`config.mk`:
```
export PLATFORM = sky130hd
export DESIGN_NAME = uart_digit_scroller_flat
export DESIGN_NICKNAME = d
export VERILOG_FILES = /design/src/rtl/uart_digit_scroller_pkg.sv /design/src/rtl/uart_digit_scroller_if.sv /design/src/rtl/uart_digit_scroller_tick.sv /design/src/rtl/uart_digit_scroller.sv /design/src/flat_wrapper.sv
export SDC_FILE = /design/constraint.sdc
export NUM_CORES = 1
export LEC_CHECK = 0
export CORE_AREA = 2 2 140 197
export CTS_CLUSTER_DIAMETER = 80
export DETAILED_ROUTE_END_ITERATION = 7
export DIE_AREA = 0 0 142 199
export PLACE_DENSITY = 0.55
export SYNTH_ARGS = -nofsm -noshare
export SYNTH_HDL_FRONTEND = slang
export SYNTH_SLANG_ARGS = --single-unit
```
`constraint.sdc`:
```
create_clock -name clk -period 5.3 [get_ports clk]
set_input_delay 1.59 -clock clk [delete_from_list [all_inputs] [get_ports clk]]
set_output_delay 1.59 -clock clk [all_outputs]
set_load 0.02 [all_outputs]
```
`src/rtl/uart_digit_scroller_pkg.sv`:
```
// Shared constants, state encodings and byte classification for the UART digit scroller.
package uart_digit_scroller_pkg;

    localparam logic [3:0] BLANK    = 4'hF;
    localparam logic [7:0] ASCII_0  = 8'h30;
    localparam logic [7:0] ASCII_9  = 8'h39;
    localparam logic [7:0] ASCII_SP = 8'h20;
    localparam logic [7:0] ASCII_CR = 8'h0D;
    localparam logic [7:0] ASCII_LF = 8'h0A;

    typedef enum logic [1:0] {
        IDLE   = 2'd0,
        LOAD   = 2'd1,
        SCROLL = 2'd2
    } state_t;

    typedef enum logic [1:0] {
        CH_OTHER = 2'd0,
        CH_DIG   = 2'd1,
        CH_SP    = 2'd2,
        CH_TERM  = 2'd3
    } char_cls_t;

    function automatic char_cls_t char_class(input logic [7:0] b);
        if (b >= ASCII_0 && b <= ASCII_9) return CH_DIG;
        if (b == ASCII_SP)                return CH_SP;
        if (b == ASCII_CR || b == ASCII_LF) return CH_TERM;
        return CH_OTHER;
    endfunction

    function automatic logic [3:0] char_code(input logic [7:0] b);
        logic [7:0] d;
        d = b - ASCII_0;
        return (b == ASCII_SP) ? BLANK : d[3:0];
    endfunction

endpackage

```
`src/rtl/uart_digit_scroller_if.sv`:
```
// Received-byte strobe bus from the UART RX into the digit scroller.
interface uart_digit_scroller_if;
    logic [7:0] rx_data;
    logic       rx_valid;

    modport master (output rx_data, output rx_valid);
    modport slave  (input  rx_data, input  rx_valid);
endinterface

```
`src/rtl/uart_digit_scroller_tick.sv`:
```
// scroll_tick_gen: free-running divider emitting a 1-cycle tick every TICK_DIV enabled cycles.
module scroll_tick_gen #(
    parameter int TICK_DIV = 12_500_000
) (
    input  logic clk,
    input  logic rst_n,
    input  logic clr,
    input  logic en,
    output logic tick
);
    localparam int              CW   = $clog2(TICK_DIV);
    localparam logic [CW-1:0]   LAST = CW'(TICK_DIV - 1);

    logic [CW-1:0] r_cnt;

    always_ff @(posedge clk) begin
        if (!rst_n)
            r_cnt <= '0;
        else if (clr)
            r_cnt <= '0;
        else if (en)
            r_cnt <= (r_cnt == LAST) ? '0 : r_cnt + 1'b1;
    end

    // clr dominates so a simultaneous restart never leaks a stale tick
    assign tick = en && !clr && (r_cnt == LAST);
endmodule

```
`src/rtl/uart_digit_scroller.sv`:
```
// Stores a numeric UART message and scrolls it across six BCD digits (bcd5 leftmost).
// Optional freeze input enabled by defining UART_SCROLLER_PAUSE_EN.
module uart_digit_scroller
    import uart_digit_scroller_pkg::*;
#(
    parameter int TICK_DIV  = 12_500_000,
    parameter int MSG_DEPTH = 16
) (
    input  logic                  clk,
    input  logic                  rst_n,
    uart_digit_scroller_if.slave  rx,
`ifdef UART_SCROLLER_PAUSE_EN
    input  logic                  pause,
`endif
    output logic [3:0]            bcd5,
    output logic [3:0]            bcd4,
    output logic [3:0]            bcd3,
    output logic [3:0]            bcd2,
    output logic [3:0]            bcd1,
    output logic [3:0]            bcd0,
    output logic                  scrolling,
    output logic                  overflow
);
    localparam int            PW    = $clog2(MSG_DEPTH + 7);
    localparam int            SW    = PW + 1;  // holds pos+5 without wrapping
    localparam int            AW    = (MSG_DEPTH > 1) ? $clog2(MSG_DEPTH) : 1;
    localparam logic [PW-1:0] DEPTH = PW'(MSG_DEPTH);

    state_t        r_state, w_state_nxt;
    logic [PW-1:0] r_len, w_len_nxt;
    logic [PW-1:0] r_pos, w_pos_nxt;
    logic          r_ovf, w_ovf_nxt;
    logic          w_wr_en;
    logic [PW-1:0] w_wr_idx;
    logic [3:0]    r_buf [MSG_DEPTH];
    logic [3:0]    r_bcd [6];
    logic [3:0]    w_win [6];
    logic [SW-1:0] w_idx [6];
    logic [SW-1:0] w_n;
    char_cls_t     w_cls;
    logic [3:0]    w_code;
    logic          w_acc, w_term, w_tick, w_run, w_tick_en, w_tick_clr;

    assign w_cls  = char_class(rx.rx_data);
    assign w_code = char_code(rx.rx_data);
    assign w_acc  = rx.rx_valid && (w_cls == CH_DIG || w_cls == CH_SP);
    assign w_term = rx.rx_valid && (w_cls == CH_TERM);

`ifdef UART_SCROLLER_PAUSE_EN
    assign w_run = !pause;
`else
    assign w_run = 1'b1;
`endif

    assign w_tick_en  = (r_state == SCROLL) && w_run;
    assign w_tick_clr = (r_state != SCROLL) || w_acc;

    scroll_tick_gen #(.TICK_DIV(TICK_DIV)) u_tick (
        .clk   (clk),
        .rst_n (rst_n),
        .clr   (w_tick_clr),
        .en    (w_tick_en),
        .tick  (w_tick)
    );

    // Window over message followed by six virtual blanks
    assign w_n = SW'(r_len) + SW'(6);
    always_comb begin
        for (int i = 0; i < 6; i++) begin
            w_idx[i] = SW'(r_pos) + SW'(i);
            if (w_idx[i] >= w_n)
                w_idx[i] = w_idx[i] - w_n;
            w_win[5-i] = (w_idx[i] < SW'(r_len)) ? r_buf[w_idx[i][AW-1:0]] : BLANK;
        end
    end

    always_comb begin
        w_state_nxt = r_state;
        w_len_nxt   = r_len;
        w_pos_nxt   = r_pos;
        w_ovf_nxt   = r_ovf;
        w_wr_en     = 1'b0;
        w_wr_idx    = r_len;
        case (r_state)
            LOAD: begin
                if (w_acc) begin
                    if (r_len == DEPTH) begin
                        w_ovf_nxt = 1'b1;
                    end else begin
                        w_wr_en   = 1'b1;
                        w_len_nxt = r_len + 1'b1;
                    end
                end else if (w_term) begin
                    w_state_nxt = SCROLL;
                    w_pos_nxt   = '0;
                end
            end
            IDLE, SCROLL: begin
                if (w_acc) begin
                    w_state_nxt = LOAD;
                    w_wr_en     = 1'b1;
                    w_wr_idx    = '0;
                    w_len_nxt   = PW'(1);
                    w_ovf_nxt   = 1'b0;
                end else if (r_state == SCROLL && w_tick) begin
                    w_pos_nxt = (r_pos == r_len + PW'(5)) ? '0 : r_pos + 1'b1;
                end
            end
            default: w_state_nxt = IDLE;
        endcase
    end

    always_ff @(posedge clk) begin
        if (!rst_n) begin
            r_state <= IDLE;
            r_len   <= '0;
            r_pos   <= '0;
            r_ovf   <= 1'b0;
        end else begin
            r_state <= w_state_nxt;
            r_len   <= w_len_nxt;
            r_pos   <= w_pos_nxt;
            r_ovf   <= w_ovf_nxt;
        end
    end

    always_ff @(posedge clk) begin
        if (w_wr_en)
            r_buf[w_wr_idx[AW-1:0]] <= w_code;
    end

    // Blank on entry and on abort; otherwise show the window for the current pos
    always_ff @(posedge clk) begin
        for (int i = 0; i < 6; i++) begin
            if (!rst_n)
                r_bcd[i] <= BLANK;
            else
                r_bcd[i] <= (r_state == SCROLL && w_state_nxt == SCROLL) ? w_win[i] : BLANK;
        end
    end

    assign bcd5      = r_bcd[5];
    assign bcd4      = r_bcd[4];
    assign bcd3      = r_bcd[3];
    assign bcd2      = r_bcd[2];
    assign bcd1      = r_bcd[1];
    assign bcd0      = r_bcd[0];
    assign scrolling = (r_state == SCROLL);
    assign overflow  = r_ovf;
endmodule
```
`src/flat_wrapper.sv`:
```
// flat-port wrapper written by rule: the top's interface ports become plain ports
module uart_digit_scroller_flat import uart_digit_scroller_pkg::*;
#(
    parameter int TICK_DIV  = 12_500_000,
    parameter int MSG_DEPTH = 16
)
  (clk, rst_n, bcd5, bcd4, bcd3, bcd2, bcd1, bcd0, scrolling, overflow, rx_rx_data, rx_rx_valid);
  uart_digit_scroller_if rx_i ();
  input  logic clk;
  input  logic rst_n;
  output logic [3:0] bcd5;
  output logic [3:0] bcd4;
  output logic [3:0] bcd3;
  output logic [3:0] bcd2;
  output logic [3:0] bcd1;
  output logic [3:0] bcd0;
  output logic scrolling;
  output logic overflow;
  input wire logic [$bits(rx_i.rx_data)-1:0] rx_rx_data;
  input wire logic [$bits(rx_i.rx_valid)-1:0] rx_rx_valid;
  assign rx_i.rx_data = rx_rx_data;
  assign rx_i.rx_valid = rx_rx_valid;
  uart_digit_scroller #(.TICK_DIV(TICK_DIV), .MSG_DEPTH(MSG_DEPTH)) u_core (.clk(clk), .rst_n(rst_n), .rx(rx_i), .bcd5(bcd5), .bcd4(bcd4), .bcd3(bcd3), .bcd2(bcd2), .bcd1(bcd1), .bcd0(bcd0), .scrolling(scrolling), .overflow(overflow));
endmodule
```
==> key figures <==
Routing
  • Routed vias/inst: 6.11
  • DRC Markers: 0
  • Pre-antenna DRT Iters: 5
  • Routed WL: 34900 um
  • Via Count: 9159
  • 1st-iter DRT viols: roughly 670
  • ANT nets after route: 0
  • WL per Instance: 23.3 um

Floorplanning
  • Initial core utilization: 0.395
  • Die Span Y: 199 um
  • # rows: 71
  • Die area: 28300 sq um
  • I/O pin count: 37
  • Chip Width: around 140 um
  • Core area: 26600 sq um

Global route
  • Largest net degree at the start of global routing: 38
  • Antenna violations before repair: 0
  • Overflow left after global routing: 0
  • First-pass GRT wire length: 53000 um
  • All-Layer GR Usage: 0.251
  • Number of global-route vias before repair: between 8000 and 9000

Power and ir drop
  • Clock power frac: 0.546
  • Power share of the sequential group: 0.441
  • Leakage: between 0.004 and 0.005 uW
  • Sw Pwr: 521 uW
  • Sw frac: 0.226
  • Pint: 1790 uW
  • PD cells: roughly 190 nW/um^2
  • Combinational group share of total power: 0.013
  • Worst VDD drop: around 0.00022 V

Critical path
  • CP delay by family, top: compound AO/OA/AOI/OAI gates
  • Critical Path End Type: flip-flop
  • CP peak stage delay: between 0.6 and 0.7 ns
  • CP Max Fanout: 12
  • Kind of critical path: reg2reg
  • Critical Path AT: ~5.2 ns
  • Worst path required time: 5.61 ns
  • Critical Path Most Common Cell: ha_1
  • Worst Path Buf+Inv: 3
  • Reg2reg end: u_core.r_bcd[2][2]
  • R2r worst-path depth: 18
  • Worst reg2reg path startpoint: u_core.r_pos[2]
  • CP max stage cell: dfxtp_1
  • CP Cell Sequence: ha_1 -> a21oi_1 -> xnor2_1 -> ha_1 -> inv_1 -> o211ai_1 -> maj3_2 -> a21o_4 -> mux2i_1 -> inv_1 -> buf_4 -> ha_1 -> a21oi_1 -> nor2b_1 -> a2111o_1 -> a211oi_2 -> a21bo_2 -> o22a_1
  • Startpoint class of the critical path: flip-flop
  • R2R setup slack: roughly 0.4 ns

Synthesis
  • Synth Register Bits: between 100 and 150
  • Mapped Nets: ~1200
  • Mapped Area: ~10000 sq um
  • Gate Count Post-Synth: between 1000 and 1500
  • Warnings, synthesis: 0
  • Synthesized area per cell: about 9.4 sq um
  • Ys async rst share: 0
  • Netlist cell types: 78
  • Synth area leaders: edfxtp_1 (18%), mux2i_1 (12%), dfxtp_1 (12%)
  • Post-synthesis sequential area ratio: 0.300
  • Synth Flop Type: edfxtp_1
  • EDFF count, synth: 64
  • Area share of the largest cell type after synthesis: 0.183
  • Leading area contributor after synthesis: edfxtp_1

Place
  • Final RePlAce weighted congestion: around 0.95
  • Port buffer count: 36
  • Post-DP HPWL: ~27000 um
  • Placement Cell Area: about 11000 sq um
  • Dpl cells: 1467

Finish
  • Commonest cells after routing, fill and taps aside: mux2i_1 (126), nand2_1 (121), nor2_1 (80)
  • Leading cell type in the layout, fill and taps excluded: mux2i_1
  • Area Growth Syn to Fin: 14.2%
  • Multi-input logic area: 6970 sq um
  • Nets: 1233
  • Register area: roughly 3100 sq um
  • Fillers: around 2500
  • Proportion of layout cells with a drive suffix above 1: 0.117
  • Finished Cell Area: roughly 12000 sq um
  • Non-Filler Instances: between 1000 and 1500
  • ANT cells: 0

Clock tree
  • Setup bufs post-CTS: 0
  • Cts hold-fix bufs: 0
  • Clk_lat worst skew: between 0.4 and 0.5 ns
  • Clock root cell: clkbuf_16
  • TritonCTS Buffers: 17
  • Clock Path Buffers: 2
  • CTS H-tree depth: 4
  • CTS clk-pin slew, worst paths: around 0.060 ns
  • Post-CTS resize count: 0
  • CTS tree: built
  • CTS sink count: around 130

Timing
  • FMAX: around 200 MHz
  • WHS: 0.489 ns
  • Least-Margin Pin Slew: ~0.83 ns
  • Tcrit/Tclk final: 0.924
  • Slew margin rel.: 0.435
  • Setup Total Neg Slack: 0 ns
  • Max-slew violation total from the final report: 0
  • Final min period: 4.90 ns
  • Setup violators final: 0
  • RSZ-0062 raised after global routing: no
  • Clock skew: about 0.013 ns
  • Final hold vios: 0

Min path
  • Worst hold path type: reg2reg
  • Hold Path Origin: u_core.overflow
  • Worst Hold Path Cells: 2
  • Worst Hold End: u_core.overflow

Run
  • Max-cap violations: 0

Outcome
  • Status: completed
## Yosys cell counts, drive strengths merged (9+ instances only)
| cell type | n |
|---|---|
| edfxtp | 64 |
| inv | 38 |
| mux2 | 11 |
| o211ai | 14 |
| and2 | 11 |
| nor3 | 16 |
| a32oi | 14 |
| a221oi | 9 |
| nand3 | 34 |
| nor2 | 80 |
| mux4 | 28 |
| clkbuf | 22 |
| nand2 | 121 |
| nand4 | 14 |
| dfxtp | 61 |
| o21ai | 44 |
| a31oi | 9 |
| nor2b | 23 |
| a21oi | 44 |
| a22oi | 22 |
| a21o | 13 |
| nand2b | 12 |
| mux2i | 133 |
| buf | 32 |
| xnor2 | 46 |
| and3 | 11 |
| xor2 | 22 |
| ha | 60 |
| a211oi | 13 |
| a211o | 13 |
## tightest hold or removal path: stages, from the launching register on
cell	delay, ns
dfxtp_1	0.34
a31oi_1	0.05
nor2_1	0.07
## power groups by stage
| stage | combinational (uW) | clock, uW | sequential (uW) |
|---|---|---|---|
| 6_report | 30.7 | 1260 | 1020 |
| 5_1_grt | 33.8 | 1320 | 1020 |
| 4_1_cts | 31.1 | 1280 | 1020 |
| 3_5_place_dp | 31.1 | 0 | 1040 |
| 3_3_place_gp | 31.2 | 0 | 1040 |
| 2_1_floorplan | 14.6 | 0 | 1040 |
## how the worst max path moves through the flow
stage / end / from / depth (start not counted) / slack (ns)
final: u_core.r_bcd[2][2] / u_core.r_pos[2] / 18 / 0.40
after global routing: u_core.r_bcd[2][2] / u_core.r_pos[2] / 18 / 0.11
after CTS: u_core.r_bcd[2][2] / u_core.r_pos[1] / 18 / 0.47
after detailed placement: u_core.r_bcd[2][2] / u_core.r_pos[2] / 18 / 0.51
after global placement: u_core.r_bcd[2][2] / u_core.r_pos[2] / 18 / 0.56
after floorplan: u_core.r_bcd[2][2] / u_core.r_pos[0] / 19 / 0.56
## per-layer routing
metal | GRT usage | routed length, um
met1 | 0.269 | 12800
met3 | 0.0270 | 1200
met2 | 0.465 | 18700
met5 | 0 | 0
met4 | 0.163 | 2260
## area by class of cell
type | count | area share
clock buffers | 17 | 0.0355
clock inverters | 15 | 0.0168
inverters | 39 | 0.0122
multi-input cells | 897 | 0.581
flip-flops and latches | 125 | 0.262
well taps | 328 | 0.0343
repair buffers | 78 | 0.0574
## registers in the layout (all words and copies together), names as in the netlist
register,cells
u_core.r_buf,64
u_core.r_bcd,24
u_core.u_tick.r_cnt,24
u_core.r_len,5
u_core.r_pos,5
u_core.r_state,2
u_core.overflow,1
## stage by stage
| stage | util | power [uW] | setup slack, ns |
|---|---|---|---|
| final | 0.451 | 2310 | 0.401 |
| after detailed placement | 0.427 | 1070 | 0.513 |
| after global placement | 0.427 | 1070 | 0.558 |
| after CTS | 0.451 | 2330 | 0.466 |
| after global routing | 0.451 | 2370 | 0.112 |
| after floorplan | - | 1050 | 0.565 |
## cell families (layout without fill, tap and decap cells)
| kind of cell | count (synthesis) | in the layout | synth area share |
|---|---|---|---|
| xor+xnor | 68 | 68 | 0.0575 |
| compound gates | 237 | 237 | 0.159 |
| mux | 172 | 172 | 0.203 |
| fa+ha+maj | 68 | 68 | 0.0831 |
| simple gates | 352 | 352 | 0.159 |
| buf+inv | 93 | 149 | 0.0390 |
| flops | 125 | 125 | 0.300 |
(Power assumes the default switching activity.)
